===== config.mk =====
export PLATFORM = sky130hd
export DESIGN_NAME = io_port_responder
export DESIGN_NICKNAME = d
export VERILOG_FILES = /design/src/rtl/io_port_responder.sv
export SDC_FILE = /design/constraint.sdc
export NUM_CORES = 1
export LEC_CHECK = 0
export ABC_AREA = 1
export BUFFER_PORTS_ARGS = -buffer_cell sky130_fd_sc_hd__buf_2
export CAP_MARGIN = 10
export CORE_ASPECT_RATIO = 0.9
export CORE_MARGIN = 8
export CORE_UTILIZATION = 53
export CTS_BUF_LIST = sky130_fd_sc_hd__clkbuf_16
export CTS_CLUSTER_SIZE = 16
export DETAILED_ROUTE_END_ITERATION = 16
export GPL_ROUTABILITY_DRIVEN = 0
export PLACE_DENSITY = 0.76
export SYNTH_ARGS = -nofsm -noshare
export SYNTH_HDL_FRONTEND = slang
export SYNTH_SLANG_ARGS = --single-unit

===== constraint.sdc =====
create_clock -name clock -period 2.45 [get_ports clock]
set_clock_uncertainty 0.05 [all_clocks]
set_input_delay 0.6125 -clock clock [delete_from_list [all_inputs] [get_ports clock]]
set_output_delay 0.6125 -clock clock [all_outputs]
set_load 0.03 [all_outputs]

===== src/rtl/io_port_responder.sv =====
// CPU-facing register port that bridges a request/acknowledge bus to an input
// FIFO (external producer -> CPU) and an output FIFO (CPU -> external consumer).
// Blocked DATA accesses wait in BUSY until the FIFO allows them or the wait
// counter reaches TIMEOUT, which acknowledges with io_err set.
module io_port_responder #(
  parameter int FIFO_DEPTH = 4,
  parameter int TIMEOUT    = 255
) (
  input  logic        clock,
  input  logic        reset,
  input  logic        io_req,
  input  logic        io_we,
  input  logic [1:0]  io_addr,
  input  logic [15:0] io_wdata,
  output logic        io_ack,
  output logic [15:0] io_rdata,
  output logic        io_err,
  input  logic        in_valid,
  input  logic [15:0] in_data,
  output logic        in_ready,
  output logic        out_valid,
  output logic [15:0] out_data,
  input  logic        out_ready
);

  localparam int PW = $clog2(FIFO_DEPTH);
  localparam int CW = PW + 1;

  localparam logic [1:0] ADDR_DATA   = 2'd0;
  localparam logic [1:0] ADDR_STATUS = 2'd1;
  localparam logic [1:0] ADDR_CTRL   = 2'd2;
  localparam logic [1:0] ADDR_COUNT  = 2'd3;

  typedef enum logic [1:0] {IDLE, BUSY, ACK} state_t;

  state_t          state, state_next;
  logic [7:0]      wait_cnt;
  logic [1:0]      ctrl;
  logic [15:0]     rdata_q;
  logic            err_q;

  logic [15:0]     in_mem  [FIFO_DEPTH];
  logic [PW-1:0]   in_wr_ptr, in_rd_ptr;
  logic [CW-1:0]   in_count;
  logic [15:0]     out_mem [FIFO_DEPTH];
  logic [PW-1:0]   out_wr_ptr, out_rd_ptr;
  logic [CW-1:0]   out_count;

  logic in_full, in_empty, out_full, out_empty;
  logic blocked, timeout_hit, complete;
  logic in_push, in_pop, out_push, out_pop;
  logic [15:0] rd_mux;

  assign in_full   = (in_count == CW'(FIFO_DEPTH));
  assign in_empty  = (in_count == '0);
  assign out_full  = (out_count == CW'(FIFO_DEPTH));
  assign out_empty = (out_count == '0);

  // Blocking is judged on the registered counts, so a push or pop at the same
  // edge only helps a waiting access one edge later.
  assign blocked     = (state == BUSY) && (io_addr == ADDR_DATA) &&
                       (io_we ? out_full : in_empty);
  assign timeout_hit = blocked && (wait_cnt == 8'(TIMEOUT - 1));
  assign complete    = (state == BUSY) && !blocked;

  assign in_pop   = complete && (io_addr == ADDR_DATA) && !io_we;
  assign out_push = complete && (io_addr == ADDR_DATA) && io_we;
  // CTRL resets to 2'b11, so in_ready is gated by reset to stay low while it
  // is held and rise in the first cycle after release.
  assign in_ready  = !reset && !in_full && ctrl[0];
  assign out_valid = !out_empty && ctrl[1];
  assign in_push   = in_valid && in_ready;
  assign out_pop   = out_valid && out_ready;
  assign out_data  = out_empty ? 16'h0000 : out_mem[out_rd_ptr];

  assign io_ack   = (state == ACK);
  assign io_rdata = (state == ACK) ? rdata_q : 16'h0000;
  assign io_err   = (state == ACK) && err_q;

  // State register.
  // NOTE: sequential state uses non-blocking assignments so every flop samples pre-edge values.
  always_ff @(posedge clock or posedge reset) begin
    if (reset) state <= IDLE;
    else       state <= state_next;
  end

  // Next-state logic; io_req is only looked at in IDLE.
  // NOTE: defaults are assigned first so no path leaves state_next unassigned (no latch).
  always_comb begin
    state_next = state;
    case (state)
      IDLE:    if (io_req) state_next = BUSY;
      BUSY:    if (complete || timeout_hit) state_next = ACK;
      ACK:     state_next = IDLE;
      default: state_next = IDLE;
    endcase
  end

  // Register read multiplexer.
  always_comb begin
    rd_mux = 16'h0000;
    case (io_addr)
      ADDR_DATA:   rd_mux = in_mem[in_rd_ptr];
      ADDR_STATUS: rd_mux = {12'h000, out_full, out_empty, in_full, in_empty};
      ADDR_CTRL:   rd_mux = {14'h0000, ctrl};
      ADDR_COUNT:  rd_mux = {3'b000, 5'(out_count), 3'b000, 5'(in_count)};
      default:     rd_mux = 16'h0000;
    endcase
  end

  // Wait counter, CTRL register and captured response.
  always_ff @(posedge clock or posedge reset) begin
    if (reset) begin
      wait_cnt <= '0;
      ctrl     <= 2'b11;
      rdata_q  <= '0;
      err_q    <= 1'b0;
    end else begin
      if (state == IDLE && io_req) wait_cnt <= '0;
      else if (blocked)            wait_cnt <= wait_cnt + 8'd1;
      if (complete) begin
        rdata_q <= io_we ? 16'h0000 : rd_mux;
        err_q   <= 1'b0;
        if (io_we && io_addr == ADDR_CTRL) ctrl <= io_wdata[1:0];
      end else if (timeout_hit) begin
        rdata_q <= 16'h0000;
        err_q   <= 1'b1;
      end
    end
  end

  // FIFO storage writes.
  // NOTE: the storage arrays are not reset; the counts and pointers alone define validity.
  always_ff @(posedge clock) begin
    if (in_push)  in_mem[in_wr_ptr]   <= in_data;
    if (out_push) out_mem[out_wr_ptr] <= io_wdata;
  end

  // FIFO pointers and occupancy counts; pointers wrap naturally at FIFO_DEPTH.
  always_ff @(posedge clock or posedge reset) begin
    if (reset) begin
      in_wr_ptr  <= '0;
      in_rd_ptr  <= '0;
      in_count   <= '0;
      out_wr_ptr <= '0;
      out_rd_ptr <= '0;
      out_count  <= '0;
    end else begin
      if (in_push)  in_wr_ptr  <= in_wr_ptr + 1'b1;
      if (in_pop)   in_rd_ptr  <= in_rd_ptr + 1'b1;
      if (out_push) out_wr_ptr <= out_wr_ptr + 1'b1;
      if (out_pop)  out_rd_ptr <= out_rd_ptr + 1'b1;
      case ({in_push, in_pop})
        2'b10:   in_count <= in_count + 1'b1;
        2'b01:   in_count <= in_count - 1'b1;
        default: in_count <= in_count;
      endcase
      case ({out_push, out_pop})
        2'b10:   out_count <= out_count + 1'b1;
        2'b01:   out_count <= out_count - 1'b1;
        default: out_count <= out_count;
      endcase
    end
  end

endmodule


==> results.py <==
metrics = {
    "routing": {
        "wl_met3_um": 980,
        "drt-met1-wl_um": 7174,
        "dr.pass1.iters": 5,
        "wirelength_um": 16730,
        "drt-initial-drc-count": 533,
        "drc": 0,
        "ant_nets": 0,
        "vias": 5234,
        "top_layer": "met4",
        "avgViaCountPerCell": 5.379,
        "wl_per_cell_um": 17.20,
        "route.met2.wl_um": 8358,
    },
    "placed_design": {
        "io_buffers": 75,
        "hpwlAfterDp_um": 10580,
        "placed_area_mm2": 0.008090,
        "numPlacedInstances": 932,
    },
    "yosys": {
        "yosysTopAreaCell": "edfxtp_1",
        "synth.top_cell.area_share_pct": 51.91,
        "yosysSeqAreaShare_pct": 66.48,
        "synthArstFlopShare_pct": 25.15,
        "synth_area_mm2": 0.007405,
        "synth-edff-count": 128,
        "synth_cell_types": 36,
        "postSynthCellCount": 687,
        "ys_seq_elements": 171,
        "synthFlopType": "edfxtp_1",
        "synthTopCellsByCount": "128 x edfxtp_1, 128 x nor2_1, 117 x nand2_1",
        "ys_top_cells_by_area": "edfxtp_1 52%, dfrtp_1 14%, nor2_1 6.5%",
        "yosysWarnings": 0,
        "syn_nets": 741,
        "avgSynthCellArea_um2": 10.78,
    },
    "cells_and_area": {
        "antenna_cells": 0,
        "fillers": 1037,
        "layout.cells.non_filler": 973,
        "final_nets": 842,
        "layout-drive-gt1-share_pct": 21.60,
        "area_delta_synth_final_pct": 19.52,
        "postLayoutCoreUtil_pct": 63.89,
        "design_area_mm2": 0.008850,
    },
    "critical_path": {
        "slowest_delay_ps": 440,
        "path_class": "flop to output pin",
        "cp_common_cell": "nor2_1",
        "worst_path_max_delay_cell": "dfrtp_2",
        "r2r_setup_slack_ps": 270,
        "r2r-end": "in_count[2]",
        "crit_fanout": 16,
        "path_cells": "buf_12, clkbuf_16, nor2_1, nor2_1, o21ai_0, a21oi_1, buf_4",
        "critical_path_arrival_ps": 1790,
        "cp-start-kind": "flop",
        "rr_startpoint": "in_count[0]",
        "reg2reg_depth": 9,
        "cp-end-kind": "output pin",
        "crit_required_ps": 1790,
    },
    "cts": {
        "clockBufferDepth": 2,
        "cts_tree": "yes",
        "h-tree-depth": 4,
        "cts_buffers": 17,
        "clock-root-buffer": "clkbuf_16",
        "cts_sinks": 171,
        "worst_skew_pair.late_latency_ps": 420,
        "clk_pin_slew_ps": 70,
    },
    "pwr": {
        "power-per-cell-area_mw_per_mm2": 1111,
        "p_leak_nw": 3.650,
        "ir_drop_mv": 0.5481,
        "finalPower_w": 0.009834,
    },
    "sta": {
        "finalHoldViolCount": 0,
        "fin_crit_ps": 2455,
        "setup_tns_ps": -8.937,
        "max_freq_mhz": 407.4,
        "fin_crit_sh_pct": 100.2,
        "layout_setup_ws_ps": -4.714,
        "relSlewSlack_pct": 54.16,
        "setup_viol": 2,
        "drv_slew": 0,
        "worstMarginPinSlew_ps": 686.8,
        "rsz0062_at_grt": "true",
    },
    "min_path": {
        "hold_class": "input pin to async pin",
    },
    "floorplan": {
        "initial_utilization_pct": 53.46,
        "core_region_area_mm2": 0.01385,
        "design.die.area_mm2": 0.01801,
        "pin_count": 76,
        "die_x_um": 140.6,
        "die_y_um": 128.1,
        "row_count": 41,
    },
    "global_route": {
        "grt_overflow_total": 0,
        "grt_usage_pct": 19.05,
        "antenna_found_initial": 0,
        "grt_max_degree": 44,
        "grt_pass1_vias": 5265,
        "grt_pass1_wl_um": 26640,
    },
    "outcome": {
        "violations": "setup timing",
        "status": "finished with violations",
    },
    "flow_run": {
        "maxCapViolations": 0,
    },
}
cell families after synthesis:
kind of cell / count (synthesis) / share of synthesized area, %
AO/OA/AOI/OAI: 98 / 6.877
flip-flops: 171 / 66.48
buffers and inverters: 86 / 4.883
adder cells (fa/ha/maj): 14 / 2.568
AND/OR/NAND/NOR: 304 / 17.54
XOR/XNOR: 14 / 1.656
registers in the layout, indices dropped and copies added, names as in the netlist, 3 cells and up:
register / count
wait_cnt: 8
in_count: 3
in_mem: 64
out_count: 3
rdata_q: 16
out_mem: 64
power by group:
part / switching (W) / internal [W]
sequential: 0.000225 / 0.00344
clock: 0.00110 / 0.00138
combinational: 0.00236 / 0.00133
total: 0.00368 / 0.00615
what timing repair did:
action                     in CTS  in global routing
hold buffers                    0                  0
pin swaps                       0                  7
gates cloned                    0                  1
setup buffers                   2                  6
setup endpoints to repair      11                 18
resized for setup               6                 54
layout by cell type (no fill, tap or decap), types with 3 or more instances in the layout:
cell type	synthesis	routed
o22ai_1	9	9
a21oi_1	25	22
buf_12	0	3
nand3_1	46	45
xnor2_1	3	3
o21ai_1	0	8
o21ai_0	62	54
dfrtp_1	41	40
inv_1	55	55
inv_2	1	3
clkinvlp_4	0	4
buf_2	10	59
nand3_2	3	4
nor2_1	128	120
buf_4	1	37
nand2_1	117	115
ha_1	12	11
xor2_1	11	11
clkinv_1	3	4
edfxtp_1	128	128
nor2_2	0	7
a21oi_2	1	4
clkbuf_16	0	18
buf_6	1	6
critical path, delay by kind of cell (launching register included):
kind / cells / cell delay (ps)
AOI/OAI and AO/OA: 2 / 310
and+or+nand+nor: 2 / 130
buffers and inverters: 3 / 470
DFF: 1 / 440
how the worst max path moves through the flow:
stage                   from           to  slack (ps)  cells past startpoint
2_1_floorplan          reset  in_count[2]        -290                     10
5_1_grt        out_rd_ptr[0]  out_data[6]         -70                      7
4_1_cts        out_rd_ptr[0]  out_data[9]           4                      6
6_report       out_rd_ptr[0]  out_data[6]          -5                      7
3_5_place_dp      io_addr[1]  in_count[2]         100                     10
3_3_place_gp      io_addr[1]  in_count[2]         130                     10
metrics by stage:
step	hold WS, ps	worst slack [ps]
2_1_floorplan	417.8	-290.3
3_3_place_gp	435.0	125.5
3_5_place_dp	438.9	100.1
4_1_cts	328.6	3.598
5_1_grt	331.6	-73.13
6_report	342.1	-4.714
area by class of cell:
| cell class | count | area, um^2 | area share [%] |
|---|---|---|---|
| inverters | 60 | 237.7 | 2.686 |
| clock inverters | 15 | 112.6 | 1.272 |
| repair buffers | 108 | 748.2 | 8.455 |
| multi-input cells | 430 | 2187 | 24.71 |
| well taps | 172 | 215.2 | 2.432 |
| clock buffers | 17 | 425.4 | 4.807 |
| flip-flops and latches | 171 | 4923 | 55.63 |
routing by layer:
metal | vias to the layer above | global-route usage (%)
met5 | - | 0
met4 | 0 | 6.250
met3 | 19 | 5.585
met2 | 159 | 31.73
met1 | 2552 | 23.48
li1 | 2504 | -
(Power assumes the default switching activity.)
